==> src/rtl/pgi_pkg.sv <==
// pulse_gap_inserter shared constants and counter-width helper.
// Optional frame strobe is controlled by macro PGI_FRAME_STB_EN.
package pgi_pkg;

  localparam int PGI_CH_DEF        = 4;
  localparam int PGI_FRAME_LEN_DEF = 40;
  localparam int PGI_GAP_LEN_DEF   = 1;

  // Width of a counter holding 0 .. n-1; never narrower than one bit.
  function automatic int pgi_cw(input int n);
    return (n < 2) ? 1 : $clog2(n);
  endfunction

endpackage

==> src/rtl/pgi_edge_det.sv <==
// Two-stage synchronizer plus one-cycle-delayed copy for falling-edge detect.
// Part of pulse_gap_inserter (see PGI_FRAME_STB_EN in the top).
module pgi_edge_det (
  input  logic clk,
  input  logic rst,
  input  logic i_d,
  output logic o_s,
  output logic o_fall
);

  logic r_s1;
  logic r_s2;
  logic r_p;

  always_ff @(posedge clk) begin
    if (!rst) begin
      r_s1 <= 1'b0;
      r_s2 <= 1'b0;
      r_p  <= 1'b0;
    end else begin
      r_s1 <= i_d;
      r_s2 <= r_s1;
      r_p  <= r_s2;
    end
  end

  assign o_s    = r_s2;
  assign o_fall = r_p & ~r_s2;

endmodule

==> src/rtl/pulse_gap_inserter.sv <==
// Per-channel frame counter that blanks the last GAP_LEN pulses of each frame.
// Define PGI_FRAME_STB_EN to build the per-channel frame-wrap strobe.
module pulse_gap_inserter
  import pgi_pkg::*;
#(
  parameter  int CH        = PGI_CH_DEF,
  parameter  int FRAME_LEN = PGI_FRAME_LEN_DEF,
  parameter  int GAP_LEN   = PGI_GAP_LEN_DEF,
  localparam int CW        = pgi_cw(FRAME_LEN)
) (
  input  logic           clk,
  input  logic           rst,
  input  logic           en,
  input  logic [CH-1:0]  pulse_in,
  output logic [CH-1:0]  pulse_out,
  output logic [CH-1:0]  frame_stb,
  output logic [CH*CW-1:0] frame_cnt
);

  if (FRAME_LEN < 2 || GAP_LEN < 1 || GAP_LEN >= FRAME_LEN) begin : g_bad_param
    $error("pulse_gap_inserter: need FRAME_LEN>=2 and 1<=GAP_LEN<FRAME_LEN");
  end

  localparam logic [CW-1:0] LAST      = CW'(FRAME_LEN - 1);
  localparam logic [CW-1:0] GAP_START = CW'(FRAME_LEN - GAP_LEN);

  for (genvar k = 0; k < CH; k++) begin : g_ch
    logic          w_s;
    logic          w_fall;
    logic          w_gap;
    logic          w_wrap;
    logic [CW-1:0] r_cnt;
    logic          r_po;

    pgi_edge_det u_det (
      .clk    (clk),
      .rst    (rst),
      .i_d    (pulse_in[k]),
      .o_s    (w_s),
      .o_fall (w_fall)
    );

    assign w_wrap = w_fall && (r_cnt == LAST);
    assign w_gap  = en && (r_cnt >= GAP_START);

    // Disable clears the count every cycle, so it also wins over a wrap.
    always_ff @(posedge clk) begin
      if (!rst) begin
        r_cnt <= '0;
      end else if (!en) begin
        r_cnt <= '0;
      end else if (w_fall) begin
        r_cnt <= w_wrap ? '0 : r_cnt + 1'b1;
      end
    end

    always_ff @(posedge clk) begin
      if (!rst) begin
        r_po <= 1'b0;
      end else begin
        r_po <= w_s & ~w_gap;
      end
    end

    assign pulse_out[k]            = r_po;
    assign frame_cnt[k*CW +: CW]   = r_cnt;

`ifdef PGI_FRAME_STB_EN
    logic r_stb;

    always_ff @(posedge clk) begin
      if (!rst) begin
        r_stb <= 1'b0;
      end else begin
        r_stb <= en & w_wrap;
      end
    end

    assign frame_stb[k] = r_stb;
`endif
  end

`ifndef PGI_FRAME_STB_EN
  assign frame_stb = '0;
`endif

endmodule

==> config.mk <==
export PLATFORM = sky130hd
export DESIGN_NAME = pulse_gap_inserter
export DESIGN_NICKNAME = d
export VERILOG_FILES = /design/src/rtl/pgi_pkg.sv /design/src/rtl/pgi_edge_det.sv /design/src/rtl/pulse_gap_inserter.sv
export SDC_FILE = /design/constraint.sdc
export NUM_CORES = 1
export LEC_CHECK = 0
export ABC_CLOCK_PERIOD_IN_PS = 1650
export CAP_MARGIN = 40
export CELL_PAD_IN_SITES_DETAIL_PLACEMENT = 1
export CELL_PAD_IN_SITES_GLOBAL_PLACEMENT = 1
export CORE_ASPECT_RATIO = 1.75
export CORE_MARGIN = 1.5
export CORE_UTILIZATION = 37
export DETAILED_ROUTE_END_ITERATION = 12
export PLACE_DENSITY_LB_ADDON = 0.1
export SLEW_MARGIN = 20
export SYNTH_ARGS = -nofsm -noshare
export SYNTH_HDL_FRONTEND = slang
export SYNTH_SLANG_ARGS = --single-unit
==> constraint.sdc <==
create_clock -name clk -period 1.65 [get_ports clk]
set_clock_uncertainty 0.1 [all_clocks]
set_input_delay 0.33 -clock clk [delete_from_list [all_inputs] [get_ports clk]]
set_output_delay 0.33 -clock clk [all_outputs]
set_load 0.005 [all_outputs]
==> results.json, run 1 <==
{
  "critPathMaxStageDelay_ps": 520,
  "dpl_cell_area_um2": 2140,
  "min_period_ps": 1620,
  "syn_inst": 180,
  "hold_class": "flop to flop",
  "ys_warn_count": 0,
  "slew-limit-headroom_pct": 66.0,
  "layout.nets": 234,
  "cp_max_fo": 4,
  "worst-path-buf-inv": 1,
  "worstMarginPinSlew_ps": 503,
  "grt_usage_pct": 18.9,
  "postRouteAntennaNets": 0,
  "ys_ff_latch": 40,
  "pin_count": 39,
  "cts_made_buffers": 5,
  "chipWidth_um": 54.7,
  "synth_top_area_share_pct": 46.3,
  "yosysSeqAreaShare_pct": 46.3,
  "rows": 32,
  "synth_area_um2": 1730,
  "grt_pass1_vias": 1580,
  "hp-start": "g_ch[3].u_det.r_s1",
  "peakVddDrop_mv": 0.532,
  "drv_cap": 0,
  "drv_slew": 0,
  "critical-path-slowest-cell": "clkdlybuf4s50_1",
  "fmax_ghz": 0.616,
  "drt_iter0_drc": 16,
  "critPathTopFamily": "buffers and inverters",
  "cp.arrival_ps": 1190,
  "setup_ws_ps": 27.1,
  "critPathLaunchType": "flop",
  "vias": 1486,
  "post-place-ws_ps": -2.02,
  "via_per_inst": 5.42,
  "die_h_um": 93.4,
  "timing_worst_setup_path_type": "flop to primary output",
  "hold_path_end": "g_ch[3].u_det.o_s",
  "synthTopCellsByArea": "dfxtp_1, and2_1, buf_4",
  "p_leak_nw": 0.847,
  "yosys.area.top_type": "dfxtp_1",
  "hold_depth": 1,
  "grt_overflow": 0,
  "syn2layout_area_growth_pct": 33.5,
  "initial_core_util_pct": 38.9,
  "cts_sinks": 40,
  "yosysUniqueCellTypes": 38,
  "setup_viol": 0,
  "portBuffers": 34,
  "layout-drive-gt1-share_pct": 19.3,
  "clockRootBuffer": "clkbuf_8",
  "antenna_found_initial": 0,
  "hold_violations": 0,
  "htreeDepth": 2,
  "timing.rr.end": "g_ch[2].r_cnt[4]",
  "drc": 0,
  "final_common_cell": "clkdlybuf4s50_1",
  "globalplace.congestion": 0.777,
  "grt_start_max_net_pins": 23,
  "clk_latency_ps": 290,
  "core_um2": 4440,
  "place_hpwl_mm": 3.26,
  "antenna_cells": 0,
  "path_cells": "clkdlybuf4s50_1",
  "totalWireLength_mm": 4.40,
  "syn_avg_cell_area_um2": 9.60,
  "required_ps": 1220,
  "clock_path_buffers": 2,
  "fin_area_um2": 2310,
  "grt_pass1_wl_mm": 7.04,
  "status": "finished, final reports clean",
  "avgRoutedWirePerCell_um": 16.0,
  "dieArea_um2": 5110,
  "period_share_pct": 98.4,
  "r2r-start": "g_ch[2].r_cnt[1]",
  "r2r_cells": 5,
  "cts_tree": "built",
  "drt_pre_antenna_iters": 4,
  "p_per_area_nw_per_um2": 719,
  "layout_common_cells": "clkdlybuf4s50_1, dfxtp_1, dfxtp_4",
  "worst_setup_path_end_kind": "primary output",
  "clk_pin_slew_ps": 80,
  "reg2reg_slack_ps": 120
}
## cell families after synthesis
family                   after synthesis  synth area share, %
other                                  1                0.217
multiplexers                           3                 1.74
adder cells (fa/ha/maj)                4                 2.90
XOR/XNOR                               6                 3.04
buffers and inverters                 15                 5.00
AO/OA/AOI/OAI                         40                 15.4
AND/OR/NAND/NOR                       71                 25.3
flip-flops                            40                 46.3
## state kept, by name (all words and copies together), names as in the netlist
signal and flops:
g_ch.r_cnt 24, g_ch.r_po 4, g_ch.u_det.o_s 4, g_ch.u_det.r_p 4, g_ch.u_det.r_s1 4
## cell type report
| type | count | area [um^2] |
|---|---|---|
| fillers | 519 | 2140 |
| repair buffers | 45 | 433 |
| multi-input cells | 128 | 852 |
| inverters | 3 | 11.3 |
| clock buffers | 6 | 72.6 |
| clock inverters | 1 | 5.00 |
| flip-flops and latches | 40 | 868 |
| well taps | 51 | 63.8 |
## timing repair
item	4_1_cts	5_1_grt
gates resized for setup	24	16
hold buffers	0	0
buffers inserted	0	3
endpoints found under the setup margin	21	17
## Yosys cell counts (all sizes together)
cell    instances
nor4bb          1
and3b           1
nand2          13
conb            1
xor2            5
o21a            4
a21oi          11
or3             6
nor3b           3
nor3            3
nand3           4
o31ai           3
nand2b          4
ha              4
a41o            1
a211o           1
mux2i           3
nand3b          5
a211oi          7
clkbuf          4
xnor2           1
buf             8
dfxtp          40
nor2            7
inv             3
a311o           1
and4            2
and2           12
o211a           2
nand4           2
nor2b           1
o21ai           8
nand4b          3
or4             3
a221oi          2
or2             1
## power by group
group | total [mW] | switching, mW | internal [mW]
Clock | 0.614 | 0.327 | 0.288
Combinational | 0.0801 | 0.0359 | 0.0442
Sequential | 0.964 | 0.00969 | 0.954
## stage by stage
| stage | hold WS [ps] | power, mW | instances | TNS (ps) | utilization, % |
|---|---|---|---|---|---|
| floorplan | 312 | 1.06 | 183 | 0 | - |
| global placement | 318 | 1.09 | 264 | 0 | 48.2 |
| detailed placement | 325 | 1.09 | 264 | -2.02 | 48.2 |
| CTS | 347 | 1.71 | 271 | 0 | 50.5 |
| global route | 359 | 1.74 | 274 | -9.90 | 51.9 |
| finish | 340 | 1.66 | 274 | 0 | 51.9 |
## per-layer routing
metal  part of all wire, %  track usage (%)  vias up
met5                     0                0        -
met4                   1.5             7.08        0
met3                   2.8             4.47        7
met2                    57             34.5       30
met1                    39             19.3      723
li1                      -                -      726
## worst max-delay path by stage
| stage | from | to | cells after the start |
|---|---|---|---|
| floorplan | g_ch[1].r_cnt[0] | g_ch[1].r_cnt[5] | 4 |
| global placement | rst | g_ch[2].r_cnt[5] | 5 |
| detailed placement | rst | g_ch[2].r_cnt[5] | 5 |
| CTS | g_ch[2].r_cnt[1] | frame_cnt[13] | 1 |
| global route | g_ch[1].r_cnt[4] | frame_cnt[10] | 1 |
| finish | g_ch[3].r_cnt[0] | frame_cnt[18] | 1 |
No activity file was read; power rests on OpenSTA's default activity.
==> inputs of run 2 (changes only) <==
==> constraint.sdc (replaced) <==
create_clock -name clk -period 1.65 [get_ports clk]
set_clock_uncertainty 0.1 [all_clocks]
set_input_delay 0.165 -clock clk [delete_from_list [all_inputs] [get_ports clk]]
set_output_delay 0.165 -clock clk [all_outputs]
set_load 0.005 [all_outputs]
==> run 2 against run 1 <==
Clock-buffer cell count increased by 1. Worst setup slack improved by 36 ps. Register-to-register slack hardly changed. Combinational power shrank 4.9%. Sequential share of layout area fell by 2.3 points. Via count fell by 1.5%. Largest cell class is now multi-input combinational cells. Highest routed layer unchanged. Fmax grew 2.3%. Core utilization shrank 0.87 points. Non-clock buffer count decreased by 4. Sequential power grew 2.7%. Flip-flop and latch count unchanged. Die area did not move.
==> results.json, run 2 (synthesis gave the netlist of run 1 again) <==
{
  "cts_made_buffers": 5,
  "die_h_um": 93.4,
  "pin_count": 39,
  "hold_violations": 0,
  "cp.arrival_ps": 1320,
  "worst_setup_path_end_kind": "primary output",
  "met2_usage_pct": 31.7,
  "antenna_found_initial": 0,
  "layout-drive-gt1-share_pct": 9.55,
  "grt_pass1_wl_mm": 6.71,
  "largest_register_ffs": 24,
  "layout_common_cells": "dfxtp_1, clkdlybuf4s50_1, nand2_1",
  "via_per_inst": 5.40,
  "peakVddDrop_mv": 0.683,
  "dieArea_um2": 5110,
  "critPathMaxStageDelay_ps": 550,
  "place_hpwl_mm": 3.08,
  "finalPower_mw": 1.93,
  "htreeDepth": 2,
  "critical-path-slowest-cell": "clkdlybuf4s50_1",
  "core_um2": 4440,
  "fin_cells": 271,
  "syn2layout_area_growth_pct": 31.2,
  "drt_pre_antenna_iters": 4,
  "grt_pass1_vias": 1480,
  "final_util_pct": 51.0,
  "layout.nets": 230,
  "hold_class": "flop to flop",
  "setup_viol": 0,
  "antenna_cells": 0,
  "p_per_area_nw_per_um2": 852,
  "rows": 32,
  "reg2reg_slack_ps": 130,
  "fin_area_um2": 2270,
  "cp_max_fo": 7,
  "path_cells": "clkdlybuf4s50_1",
  "r2r-start": "g_ch[1].r_cnt[0]",
  "dp_cells": 263,
  "drv_cap": 0,
  "timing.rr.end": "g_ch[1].r_cnt[3]",
  "clockRootBuffer": "clkbuf_8",
  "initial_core_util_pct": 38.9,
  "totalWireLength_mm": 4.14,
  "avgRoutedWirePerCell_um": 15.3,
  "met3_usage_pct": 3.83,
  "period_share_pct": 96.1,
  "clock_path_buffers": 2,
  "cts_tree": "built",
  "portBuffers": 34,
  "status": "finished, final reports clean",
  "fmax_ghz": 0.630,
  "worst-path-buf-inv": 1,
  "fin_tns_setup_ps": 0,
  "grt_overflow": 0,
  "hold_depth": 1,
  "n_fill_cell": 517,
  "clk_latency_ps": 290,
  "p_leak_nw": 0.822,
  "final_common_cell": "dfxtp_1",
  "required_ps": 1380,
  "grt_use_met1_pct": 18.7,
  "timing.hold.ws_ps": 339,
  "drt_iter0_drc": 31,
  "grt_usage_pct": 17.8,
  "min_period_ps": 1590,
  "dpl_cell_area_um2": 2120,
  "r2r_cells": 4,
  "vias": 1464,
  "cts_sinks": 40,
  "timing_worst_setup_path_type": "flop to primary output",
  "critPathTopFamily": "buffers and inverters",
  "regMostFlops": "g_ch.r_cnt",
  "critPathLaunchType": "flop",
  "clk_pin_slew_ps": 80,
  "grt_start_max_net_pins": 13,
  "crit_start": "g_ch[1].r_cnt[3]",
  "chipWidth_um": 54.7,
  "globalplace.congestion": 0.788,
  "post-place-ws_ps": 17.7,
  "hp-start": "g_ch[1].u_det.r_s1",
  "drv_slew": 0,
  "drc": 0,
  "holdBufCountCts": 0,
  "setup_ws_ps": 63.6,
  "postRouteAntennaNets": 0,
  "hold_path_end": "g_ch[1].u_det.o_s",
  "busiest_layer": "met2"
}
## run 2: layer usage
layer | share of wire, % | vias to the layer above
li1 | - | 715
met4 | 2.3 | 0
met3 | 3.2 | 7
met1 | 40 | 711
met5 | 0 | -
met2 | 54 | 31
## run 2: what timing repair did
item | in CTS | in global routing
setup endpoints to repair | 0 | 4
resized for setup | 0 | 3
buffers inserted | 0 | 0
## run 2: how the worst max path moves through the flow
stage	to	slack (ps)	depth (start not counted)
after floorplan	g_ch[1].r_cnt[5]	220	4
after global placement	g_ch[1].r_cnt[5]	40	4
after detailed placement	g_ch[1].r_cnt[5]	20	4
after CTS	g_ch[1].r_cnt[5]	10	4
after global routing	frame_cnt[9]	-4	1
final	frame_cnt[9]	60	1
## run 2: final cells by class
cell class | count | area (um^2) | share of cell area [%]
Multi-Input combinational cell | 128 | 872 | 38.5
Sequential cell | 40 | 801 | 35.3
Timing Repair Buffer | 41 | 393 | 17.3
Clock buffer | 7 | 96.3 | 4.25
Tap cell | 51 | 63.8 | 2.81
Clock inverter | 1 | 30.0 | 1.32
Inverter | 3 | 11.3 | 0.497
## run 2: power breakdown
group	switching, mW	internal, mW	leakage [nW]	total [mW]
Sequential	0.00979	0.980	0.325	0.990
Clock	0.331	0.534	0.0645	0.864
Combinational	0.0340	0.0422	0.433	0.0762
Total	0.375	1.56	0.822	1.93
